--- src/rtl/stopwatch_display_if.sv ---
// rtl/stopwatch_display_if.sv - count/mode inputs and seven-segment outputs of the stopwatch display
interface stopwatch_display_if #(
    parameter int WIDTH = 14
);
    logic [WIDTH-1:0] number;
    logic [1:0]       pausa;
    logic [0:6]       dis0;
    logic [0:6]       dis1;
    logic [0:6]       dis2;
    logic [0:6]       dis3;
    logic             busy;
    logic             overflow;

    modport master (
        output number, pausa,
        input  dis0, dis1, dis2, dis3, busy, overflow
    );

    modport slave (
        input  number, pausa,
        output dis0, dis1, dis2, dis3, busy, overflow
    );
endinterface

--- src/rtl/stopwatch_display.sv ---
// rtl/stopwatch_display.sv - double-dabble BCD conversion and seven-segment drive with freeze/blank/blink
module stopwatch_display #(
    parameter int WIDTH      = 14,
    parameter int BLINK_HALF = 2500000
) (
    input  logic                clk,
    input  logic                rst_n,
    stopwatch_display_if.slave  bus
);
    typedef enum logic [1:0] {IDLE, SHIFT, LATCH} state_t;

    localparam int SW = WIDTH + 16;
    localparam int CW = $clog2(WIDTH + 1);
    localparam int BW = (BLINK_HALF > 1) ? $clog2(BLINK_HALF) : 1;
    localparam logic [WIDTH-1:0] MAX_VAL = WIDTH'(9999);
    localparam logic [0:6] SEG_BLANK = 7'b1111111;
    localparam logic [0:6] SEG_DASH  = 7'b1111110;

    state_t           state, state_nx;
    logic [SW-1:0]    sr, sr_adj;
    logic [CW-1:0]    shift_cnt;
    logic [WIDTH-1:0] number, cap, last;
    logic             last_valid;
    logic             start, cap_ovf;
    logic [15:0]      dig, shown;
    logic             ovf, shown_ovf;
    logic [1:0]       mode;
    logic [BW-1:0]    blink_cnt;
    logic             phase;
    logic             blank;

    assign number  = bus.number;
    assign start   = !last_valid || (number != last);
    assign cap_ovf = (cap > MAX_VAL);

    always_ff @(posedge clk or negedge rst_n) begin
        if (!rst_n) state <= IDLE;
        else        state <= state_nx;
    end

    always_comb begin
        state_nx = state;
        case (state)
            IDLE:    if (start) state_nx = SHIFT;
            SHIFT:   if (shift_cnt == CW'(WIDTH - 1)) state_nx = LATCH;
            LATCH:   state_nx = IDLE;
            default: state_nx = IDLE;
        endcase
    end

    // Add-3 correction on every BCD nibble before each shift
    always_comb begin
        sr_adj = sr;
        for (int i = 0; i < 4; i++) begin
            if (sr[WIDTH + 4*i +: 4] >= 4'd5)
                sr_adj[WIDTH + 4*i +: 4] = sr[WIDTH + 4*i +: 4] + 4'd3;
        end
    end

    always_ff @(posedge clk or negedge rst_n) begin
        if (!rst_n) begin
            sr         <= '0;
            shift_cnt  <= '0;
            cap        <= '0;
            last       <= '0;
            last_valid <= 1'b0;
            dig        <= '0;
            ovf        <= 1'b0;
            shown      <= '0;
            shown_ovf  <= 1'b0;
            mode       <= 2'd0;
        end else begin
            mode <= bus.pausa;
            case (state)
                IDLE: begin
                    sr        <= {16'd0, number};
                    cap       <= number;
                    shift_cnt <= '0;
                end
                SHIFT: begin
                    sr        <= {sr_adj[SW-2:0], 1'b0};
                    shift_cnt <= shift_cnt + 1'b1;
                end
                LATCH: begin
                    dig        <= sr[WIDTH +: 16];
                    ovf        <= cap_ovf;
                    last       <= cap;
                    last_valid <= 1'b1;
                end
                default: ;
            endcase
            // Modes 0 and 2 track; at LATCH bypass the digit registers so latency stays 15 cycles
            if (!bus.pausa[0]) begin
                if (state == LATCH) begin
                    shown     <= sr[WIDTH +: 16];
                    shown_ovf <= cap_ovf;
                end else begin
                    shown     <= dig;
                    shown_ovf <= ovf;
                end
            end
        end
    end

    always_ff @(posedge clk or negedge rst_n) begin
        if (!rst_n) begin
            blink_cnt <= '0;
            phase     <= 1'b1;
        end else if (bus.pausa != 2'd3 || mode != 2'd3) begin
            blink_cnt <= '0;
            phase     <= 1'b1;
        end else if (blink_cnt == BW'(BLINK_HALF - 1)) begin
            blink_cnt <= '0;
            phase     <= ~phase;
        end else begin
            blink_cnt <= blink_cnt + 1'b1;
        end
    end

    function automatic logic [0:6] seg7(input logic [3:0] d);
        case (d)
            4'd0:    seg7 = 7'b0000001;
            4'd1:    seg7 = 7'b1001111;
            4'd2:    seg7 = 7'b0010010;
            4'd3:    seg7 = 7'b0000110;
            4'd4:    seg7 = 7'b1001100;
            4'd5:    seg7 = 7'b0100100;
            4'd6:    seg7 = 7'b0100000;
            4'd7:    seg7 = 7'b0001111;
            4'd8:    seg7 = 7'b0000000;
            4'd9:    seg7 = 7'b0000100;
            default: seg7 = SEG_BLANK;
        endcase
    endfunction

    assign blank = (mode == 2'd2) || (mode == 2'd3 && !phase);

    assign bus.dis0     = blank ? SEG_BLANK : shown_ovf ? SEG_DASH : seg7(shown[3:0]);
    assign bus.dis1     = blank ? SEG_BLANK : shown_ovf ? SEG_DASH : seg7(shown[7:4]);
    assign bus.dis2     = blank ? SEG_BLANK : shown_ovf ? SEG_DASH : seg7(shown[11:8]);
    assign bus.dis3     = blank ? SEG_BLANK : shown_ovf ? SEG_DASH : seg7(shown[15:12]);
    assign bus.busy     = (state != IDLE);
    assign bus.overflow = ovf;
endmodule

--- src/flat_wrapper.sv ---
// flat-port wrapper written by rule: the top's interface ports become plain ports
module stopwatch_display_flat 
#(
    parameter int WIDTH      = 14,
    parameter int BLINK_HALF = 2500000
)
  (clk, rst_n, bus_number, bus_pausa, bus_dis0, bus_dis1, bus_dis2, bus_dis3, bus_busy, bus_overflow);
  stopwatch_display_if #(.WIDTH(WIDTH)) bus_i ();
  input  logic clk;
  input  logic rst_n;
  input wire logic [$bits(bus_i.number)-1:0] bus_number;
  input wire logic [$bits(bus_i.pausa)-1:0] bus_pausa;
  output wire logic [$bits(bus_i.dis0)-1:0] bus_dis0;
  output wire logic [$bits(bus_i.dis1)-1:0] bus_dis1;
  output wire logic [$bits(bus_i.dis2)-1:0] bus_dis2;
  output wire logic [$bits(bus_i.dis3)-1:0] bus_dis3;
  output wire logic [$bits(bus_i.busy)-1:0] bus_busy;
  output wire logic [$bits(bus_i.overflow)-1:0] bus_overflow;
  assign bus_i.number = bus_number;
  assign bus_i.pausa = bus_pausa;
  assign bus_dis0 = bus_i.dis0;
  assign bus_dis1 = bus_i.dis1;
  assign bus_dis2 = bus_i.dis2;
  assign bus_dis3 = bus_i.dis3;
  assign bus_busy = bus_i.busy;
  assign bus_overflow = bus_i.overflow;
  stopwatch_display #(.WIDTH(WIDTH), .BLINK_HALF(BLINK_HALF)) u_core (.clk(clk), .rst_n(rst_n), .bus(bus_i));
endmodule
--- config.mk ---
export PLATFORM = sky130hd
export DESIGN_NAME = stopwatch_display_flat
export DESIGN_NICKNAME = d
export VERILOG_FILES = /design/src/rtl/stopwatch_display_if.sv /design/src/rtl/stopwatch_display.sv /design/src/flat_wrapper.sv
export SDC_FILE = /design/constraint.sdc
export NUM_CORES = 1
export LEC_CHECK = 0
export CAP_MARGIN = 20
export CORE_MARGIN = 1
export CORE_UTILIZATION = 63
export CTS_CLUSTER_DIAMETER = 80
export DETAILED_ROUTE_END_ITERATION = 6
export PLACE_DENSITY_LB_ADDON = 0.12
export RECOVER_POWER = 25
export SYNTH_ARGS = -nofsm -noshare
export SYNTH_HDL_FRONTEND = slang
export SYNTH_SLANG_ARGS = --single-unit
--- constraint.sdc ---
create_clock -name clk -period 2.8 [get_ports clk]
set_clock_uncertainty 0.15 [all_clocks]
set_input_delay 0.7 -clock clk [delete_from_list [all_inputs] [get_ports clk]]
set_output_delay 0.7 -clock clk [all_outputs]
set_load 0.05 [all_outputs]
# ---- Word level (Yosys, flattened, before mapping)
# Memories as Yosys holds them, arrays and structs flattened.
# Index checks and enable logic that the tools add are counted.
dict set report word_totals {
  n_memories 4
  rom_bits 448
  reg_bits 124
  input_bits 18
  output_inout_bits 30
}
dict set report classes {
  n_addsub 6
  n_eq_ne 11
  magnitude_cmp 5
  muxes 23
  bitwise_logic 1
  n_reduce_logical 11
}
# name depth word_bits rd rd_clocked_by_memory_dff wr line_no
set mem_list {}
lappend mem_list {{(name not given)} 16 7 1 0 0 stopwatch_display.sv:121} ;# case (d)
lappend mem_list {{(name not given)} 16 7 1 0 0 stopwatch_display.sv:121}
lappend mem_list {{(name not given)} 16 7 1 0 0 stopwatch_display.sv:121}
lappend mem_list {{(name not given)} 16 7 1 0 0 stopwatch_display.sv:121}
# cell n
set op_table {}
lappend op_table {{one-hot mux 30 bit (2 select lines)} 1}
lappend op_table {{two-way mux 7 bit} 8}
lappend op_table {{two-way mux 22 bit} 2}
lappend op_table {{adder 22 x 1 -> 22 bit, second input constant} 1}
lappend op_table {{equality test 22 bit, second input constant} 1}
lappend op_table {{>= comparator 4 x 3 -> 1 bit, second input constant} 4}
lappend op_table {{two-way mux 16 bit} 1}
lappend op_table {{> comparator 14 bit, second input constant} 1}
lappend op_table {{!= test 14 bit} 1}
lappend op_table {{adder 4 x 2 -> 4 bit, second input constant} 3}
lappend op_table {{two-way mux 4 bit} 3}
lappend op_table {{one-hot mux 4 bit (2 select lines)} 1}
lappend op_table {{equality test 2 bit, second input constant} 3}
lappend op_table {{nonzero test 2 bit} 3}
lappend op_table {{adder 4 x 1 -> 4 bit, second input constant} 1}
lappend op_table {{equality test 4 bit, second input constant} 1}
lappend op_table {{two-way mux 2 bit} 2}
lappend op_table {{!= test 2 x 1 -> 1 bit, second input constant} 2}
lappend op_table {{!= test 2 bit, second input constant} 2}
lappend op_table {{one-hot mux 2 bit (2 select lines)} 1}
lappend op_table {{adder 3 x 2 -> 3 bit, second input constant} 1}
lappend op_table {{logical OR 1 bit} 3}
lappend op_table {{two-way mux 1 bit} 3}
lappend op_table {{two-way mux 3 bit} 1}
lappend op_table {{other kinds (6)} 7}

# ---- Depth between registers and ports, before layout
# Gate-level depths: netlist (run 1).
dict set report logic_depth {
  depth_word 4
  mapped_depth 7
}

# ---- Least setup slack after synthesis (run 1)
# OpenSTA, ideal clock, no wires.
dict set report synth_timing {
  path_type {register to output}
  startpoint {reg u_core.shown[1]}
  endpoint {out bus_dis0[3]}
  n_path_buf 0
  slack_ns -0.008
  t_arrival_ns 1.958
  required_time_ns 1.950
  stages_incl_launch_ff 6
  cell_sequence {dfrtp_1 inv_1 ha_1 inv_1 nor2_1 o21ai_0}
}
dict set report synth_between {
  elab_chain_len 3
}
# item line_no
set synth_rtl {}
lappend synth_rtl {{from (decl)} stopwatch_display.sv:25} ;# logic [15:0] dig, shown;
lappend synth_rtl {{from (signal assigned)} stopwatch_display.sv:95} ;# shown <= sr[WIDTH +: 16];
lappend synth_rtl {{from (signal assigned)} stopwatch_display.sv:98} ;# shown <= dig;
lappend synth_rtl {{memory read (16 x 7 bit)} n/a}
lappend synth_rtl {{two-way mux 7 bit (2 in a row)} stopwatch_display.sv:138} ;# assign bus.dis0 = blank ? SEG_BLANK : shown_ovf ? SEG_DASH : seg7(shown[3:0]);
lappend synth_rtl {{to (decl)} flat_wrapper.sv:13} ;# output wire logic [$bits(bus_i.dis0)-1:0] bus_dis0;
# Every way passes these cells.

# ---- Worst setup path in the final report (run 1)
dict set report layout_timing {
  startpoint {reg u_core.shown[0]}
  endpoint {out bus_dis0[6]}
}
# The elaborated chain is that of the path after synthesis.

==> run_results.csv, run 1 <==
group,metric,value,unit
status,status,"complete, but fails checks",
status,violations,"hold timing",
pwr,p_total,0.00846,W
global_route,grt_pass1_vias,4642,
layout,fin_util,0.777,
layout,syn_to_final_growth,18.5,%
synth,syn_area,6440,µm²
worst_setup_path,critPathRequiredTime,1.95,ns
placement,gp_congestion,0.889,
placement,dp_hpwl,9160,µm
sta,period_needed,2.73,ns
global_route,grt.overflow.total,0,
layout,fill_cells,660,
synth,synthTopCellsByCount,"123 x dfrtp_1, 58 x nand2_1, 57 x o21ai_0, 56 x mux2_2, 53 x nor2_1",
sta,fin_crit_sh,0.974,
flow_run,cap_violations,0,
synth,synth.area.top_cells,"dfrtp_1 48%, mux2_2 9.8%, ha_1 6.2%",
worst_setup_path,critPathCaptureType,"output port",
cts,cts_tree,"yes",
route,via_per_inst,5.77,
floorplanning,die_h,103,µm
global_route,grt.total_usage,0.278,
sta,hold_viol,3,
cts,path_clk_slew,0.06,ns
synth,seq_area_frac_synth,0.482,
synth,synth_warnings,0,
synth,syn_nets,688,
route,ant_nets,0,
placement,placed_area,6980,µm²
route,drt_pass1_iterations,5,
layout,drive_gt1_frac,0.222,
layout,nets,735,
sta,final-setup-viol-count,0,
floorplanning,rows,36,
worst_setup_path,critPathLaunchType,"flip-flop",
route,via_count,4785,
layout,antenna_cells,0,
sta,max_slew.worst_pin.slew,1.29,ns
floorplanning,die_x,103,µm
global_route,grt_max_degree,54,
layout,final_cell_area,7630,µm²
synth,synth_top_area_cell,"dfrtp_1",
sta,tns,0,ns
placement,place_ws,0.457,ns
cts,root_buffer,"clkbuf_8",
route,wl_per_cell,16.2,µm
synth,synth_flop_cell,"dfrtp_1",
cts,cts_max_level,4,
floorplanning,start_util,0.656,
cts,clock_sinks,124,
sta,fmax,0.367,GHz
synth,ys_ff_latch,124,
route,drt-total-wl,13500,µm
worst_setup_path,cp_max_fo,4,
worst_hold_path,holdCritPathClass,"in -> async",
cts,cts_buffers,17,
route,drt_iter0_drc,240,
global_route,antenna_found_initial,0,
pwr,power.density,1110,nW/µm²
pwr,p_leak,3.41,nW
sta,finalMaxSlewViolations,0,
pwr,peakVddDrop,0.646,mV
worst_setup_path,arrival,1.88,ns
synth,synth_edf_count,0,
floorplanning,ioPinCount,48,
sta,fin_ws,0.0737,ns
cts,clock_latency,0.52,ns
synth,syn_inst,638,
worst_setup_path,path_class,"reg -> out",
sta,maxSlewHeadroom,0.140,
placement,io_buffer_count,47,
floorplanning,core_area,9820,µm²
synth,avgSynthCellArea,10.1,µm²
synth,synthArstFlopShare,1.00,
route,drc,0,
floorplanning,die-area,10600,µm²
worst_setup_path,reg2reg_depth,4,
synth,synth.top_cell.area_share,0.478,
cts,clk_path_buf_depth,2,
sta,fin_hold_ws,-0.00311,ns
synth,ys_types,43,
synth,yosysMostFrequentCell,"dfrtp_1",
global_route,grt_pass1_wl,22100,µm
## layer usage
layer  track usage  vias to the layer above  wire length [µm]
met5             0                        -                 0
met4         0.118                        0               233
met3        0.0529                       22               405
met2         0.488                       92              7180
met1         0.336                     2371              5670
li1              -                     2300                 -
## sequential cells by signal (all words and copies together), names as in the netlist
name and cells:
u_core.blink_cnt 22, u_core.shift_cnt 4, u_core.dig 16, u_core.shown_ovf 1
u_core.cap 14, u_core.shown 16, u_core.last_valid 1, u_core.state 2
u_core.phase 1, u_core.mode 2, u_core.last 14, u_core.bus.overflow 1
u_core.sr 30
## through the flow
step / instances / hold WS [ns]
final: 830 / -0.00311
after global routing: 830 / 0.0307
after CTS: 830 / 0.00556
after detailed placement: 795 / 0.310
after global placement: 795 / 0.301
after floorplan: 638 / 0.254
## report_power, final
group	total [W]	leakage [nW]	internal [W]	switching, W
clock	0.00225	0.292	0.00145	0.000805
combinational	0.00329	1.56	0.00136	0.00193
sequential	0.00292	1.56	0.00236	0.000561
## repair_timing
| action | in CTS | in global routing |
|---|---|---|
| setup buffers | 4 | 0 |
| hold buffers | 0 | 0 |
| endpoints found under the setup margin | 8 | 12 |
| pin swaps | 0 | 1 |
| gates resized for setup | 1 | 15 |
## cells in the final DEF (no fill, tap or decap), drive strengths merged, types with 13 or more instances in the layout
cell / n
clkbuf: 20
clkdlybuf4s50: 16
inv: 33
ha: 32
a21oi: 42
nor2: 53
xnor2: 17
dfrtp: 123
nand2: 58
buf: 44
nand2b: 17
xor2: 16
o21ai: 57
mux2i: 14
nand4: 13
mux2: 56
## worst max-delay path, cell delays in order (launching register included)
cell	delay, ns
dfrtp_1	0.42
ha_1	0.20
or2_2	0.28
a21oi_2	0.15
o21ai_0	0.10
buf_4	0.20
## path summary, 6_finish.rpt
| kind | slack, ns | startpoint | end |
|---|---|---|---|
| min | -0.003 | rst_n | u_core.sr[19]$_DFFE_PN0P_ |
| min reg2reg | 0.33 | u_core.last_valid$_DFFE_PN0P_ | u_core.last_valid$_DFFE_PN0P_ |
| max reg2reg | 0.64 | u_core.state[1]$_DFFE_PN0P_ | u_core.shown[10]$_DFFE_PN0N_ |
| min in group clk | 0.33 | u_core.last_valid$_DFFE_PN0P_ | u_core.last_valid$_DFFE_PN0P_ |
| max | 0.07 | u_core.shown[0]$_DFFE_PN0N_ | bus_dis0[6] |
| max in group asynchronous | 0.89 | rst_n | u_core.blink_cnt[13]$_DFF_PN0_ |
## final cells by class
type                       instances  area, µm²  area share
clock inverter                    13        193      0.0253
inverter                          31        116      0.0153
tap                              133        166      0.0218
timing repair buffer              63        529      0.0694
multi-input combinational        448       3100       0.407
clock buffer                      18        418      0.0548
sequential                       124       3110       0.407
## cell families (layout without fill, tap and decap cells)
family | count (synthesis) | after routing | share of synthesized area
AO/OA/AOI/OAI | 127 | 127 | 0.110
XOR/XNOR | 33 | 33 | 0.0449
adder cells (fa/ha/maj) | 32 | 32 | 0.0622
buffers and inverters | 66 | 125 | 0.0402
flip-flops | 124 | 124 | 0.482
multiplexers | 70 | 70 | 0.120
AND/OR/NAND/NOR | 186 | 186 | 0.141
(Power assumes the default switching activity.)
==> run 2: changes to the inputs <==
--- a/config.mk
+++ b/config.mk
@@ -7,7 +7,7 @@
 export LEC_CHECK = 0
 export CAP_MARGIN = 20
 export CORE_MARGIN = 1
-export CORE_UTILIZATION = 63
+export CORE_UTILIZATION = 45
 export CTS_CLUSTER_DIAMETER = 80
 export DETAILED_ROUTE_END_ITERATION = 6
 export PLACE_DENSITY_LB_ADDON = 0.12
==> run 2 against run 1 <==
Effect of this change: the run now ends clean; non-clock buffer count increased by 1; worst setup slack gained 0.057 ns; maximum frequency grew 2.1%; combinational power hardly changed; register-to-register slack better by 0.09 ns.
==> run_results.csv, run 2 (synthesis results as in run 1) <==
group,metric,value,unit
layout,top_regs,"u_core.sr: 30 flops, u_core.blink_cnt: 22 flops",
route,drt-total-wl,13200,µm
cts,path_clk_slew,0.06,ns
pwr,peakVddDrop,0.585,mV
layout,drive_gt1_frac,0.209,
layout,layout_commonest_cell,"dfrtp_1",
worst_setup_path,crit_chain,"inv_2 > ha_1 > or2_2 > a21oi_1 > o21ai_0 > buf_4",
pwr,clockPowerShare,0.268,
worst_setup_path,max_stage_delay,0.41,ns
cts,clk_path_buf_depth,2,
route,drt_iter0_drc,238,
layout,largest_reg_flops,30,
route,via_per_inst,5.32,
route,drc,0,
layout,largest_register,"u_core.sr",
layout,layout_common_cells,"123 x dfrtp_1, 58 x nand2_1, 56 x mux2_2",
cts,clock_sinks,124,
layout,final_cells,879,
sta,period_needed,2.67,ns
pwr,power.internal,0.00519,W
worst_setup_path,cp_max_fo,5,
sta,fin_hold_ws,0.301,ns
global_route,grt_pass1_wl,22700,µm
sta,fin_crit_sh,0.953,
global_route,grt_max_degree,53,
cts,clock_latency,0.41,ns
sta,final-setup-viol-count,0,
layout,nets,736,
route,wl_per_cell,15.0,µm
worst_setup_path,arrival,1.82,ns
cts,cts_tree,"yes",
global_route,grt_pass1_vias,4803,
floorplanning,die-area,14800,µm²
floorplanning,die_h,122,µm
sta,hold_viol,0,
worst_setup_path,slowest_stage,"dfrtp_1",
cts,root_buffer,"clkbuf_16",
placement,place_ws,0.449,ns
global_route,grt.total_usage,0.197,
cts,cts_max_level,4,
pwr,switching_share,0.384,
pwr,power_frac_comb,0.387,
sta,fmax,0.375,GHz
placement,gp_congestion,0.810,
pwr,switchingPower,0.00323,W
floorplanning,ioPinCount,48,
worst_setup_path,crit_family,"flip-flops",
route,ant_nets,0,
pwr,p_leak,3.42,nW
floorplanning,core_area,13900,µm²
sta,fin_ws,0.131,ns
status,status,"completed",
pwr,power_frac_seq,0.345,
sta,max_slew.worst_pin.slew,0.998,ns
pwr,p_total,0.00843,W
sta,tns,0,ns
worst_setup_path,critPathLaunchType,"flip-flop",
sta,finalMaxSlewViolations,0,
layout,syn_to_final_growth,19.6,%
sta,maxSlewHeadroom,0.335,
worst_setup_path,path_buf_inv,2,
placement,post-place-cells,843,
global_route,antenna_found_initial,0,
placement,io_buffer_count,47,
cts,cts_buffers,17,
sta,rsz0062_at_grt,"no",
placement,dp_hpwl,9300,µm
floorplanning,start_util,0.462,
worst_setup_path,critPathCaptureType,"output port",
worst_setup_path,critPathRequiredTime,1.95,ns
flow_run,cap_violations,0,
pwr,power.density,1090,nW/µm²
floorplanning,rows,43,
route,drt_pass1_iterations,4,
layout,antenna_cells,0,
cts,hold_buffers,0,
floorplanning,die_x,122,µm
worst_setup_path,path_class,"reg -> out",
worst_hold_path,holdCritPathClass,"in -> async",
route,via_count,4672,
global_route,grt.overflow.total,0,
[run 2: cell count changes in the layout (fill, tap and decap cells not counted), moves of 2 or more]
cell / previous run / this run
o21ai_1: 4 / 2
a21oi_2: 5 / 1
buf_4: 41 / 39
buf_6: 2 / 0
clkbuf_1: 2 / 4
inv_1: 26 / 28
inv_2: 5 / 3
buf_12: 1 / 4
o21ai_0: 53 / 55
a21oi_1: 37 / 41
clkinv_4: 4 / 2
[run 2: power groups by stage]
stage / logic (W) / clock network (W) / registers [W]
floorplan: 0.00253 / 0 / 0.00268
global placement: 0.00315 / 0 / 0.00290
detailed placement: 0.00324 / 0 / 0.00294
CTS: 0.00327 / 0.00231 / 0.00290
global route: 0.00359 / 0.00239 / 0.00299
finish: 0.00326 / 0.00226 / 0.00290
[run 2: stage by stage]
stage	area, µm²	util
2_1_floorplan	6440	-
3_3_place_gp	7070	0.507
3_5_place_dp	7070	0.507
4_1_cts	7690	0.552
5_1_grt	7700	0.553
6_report	7700	0.553
[run 2: timing repair]
item | in CTS | in global routing
setup buffers | 1 | 3
endpoints found under the setup margin | 1 | 7
gates cloned | 0 | 0
resized for setup | 0 | 3
pin swaps | 0 | 0
[run 2: metal layers]
| metal | global-route usage | part of all wire |
|---|---|---|
| met5 | 0 | 0 |
| met4 | 0.0579 | 0.0090 |
| met3 | 0.0599 | 0.025 |
| met2 | 0.332 | 0.51 |
| met1 | 0.243 | 0.46 |
[run 2: path summary, 6_finish.rpt]
check | from | to | slack, ns | cells past startpoint
max | u_core.shown[1]$_DFFE_PN0N_ | bus_dis0[6] | 0.13 | 6
min | rst_n | u_core.shown[11]$_DFFE_PN0N_ | 0.30 | 1
max reg2reg | u_core.state[0]$_DFFE_PN0P_ | u_core.sr[22]$_DFFE_PN0P_ | 0.73 | 3
min reg2reg | u_core.last_valid$_DFFE_PN0P_ | u_core.last_valid$_DFFE_PN0P_ | 0.31 | 1
max in group asynchronous | rst_n | u_core.blink_cnt[18]$_DFF_PN0_ | 0.93 | 2
min in group clk | u_core.last_valid$_DFFE_PN0P_ | u_core.last_valid$_DFFE_PN0P_ | 0.31 | 1
[run 2: final cells by class]
cell class	instances	area, µm²
timing repair buffer	64	559
tap	180	225
clock inverter	12	161
multi-input combinational	448	3080
inverter	31	116
fill	1208	6230
sequential	124	3100
clock buffer	20	457
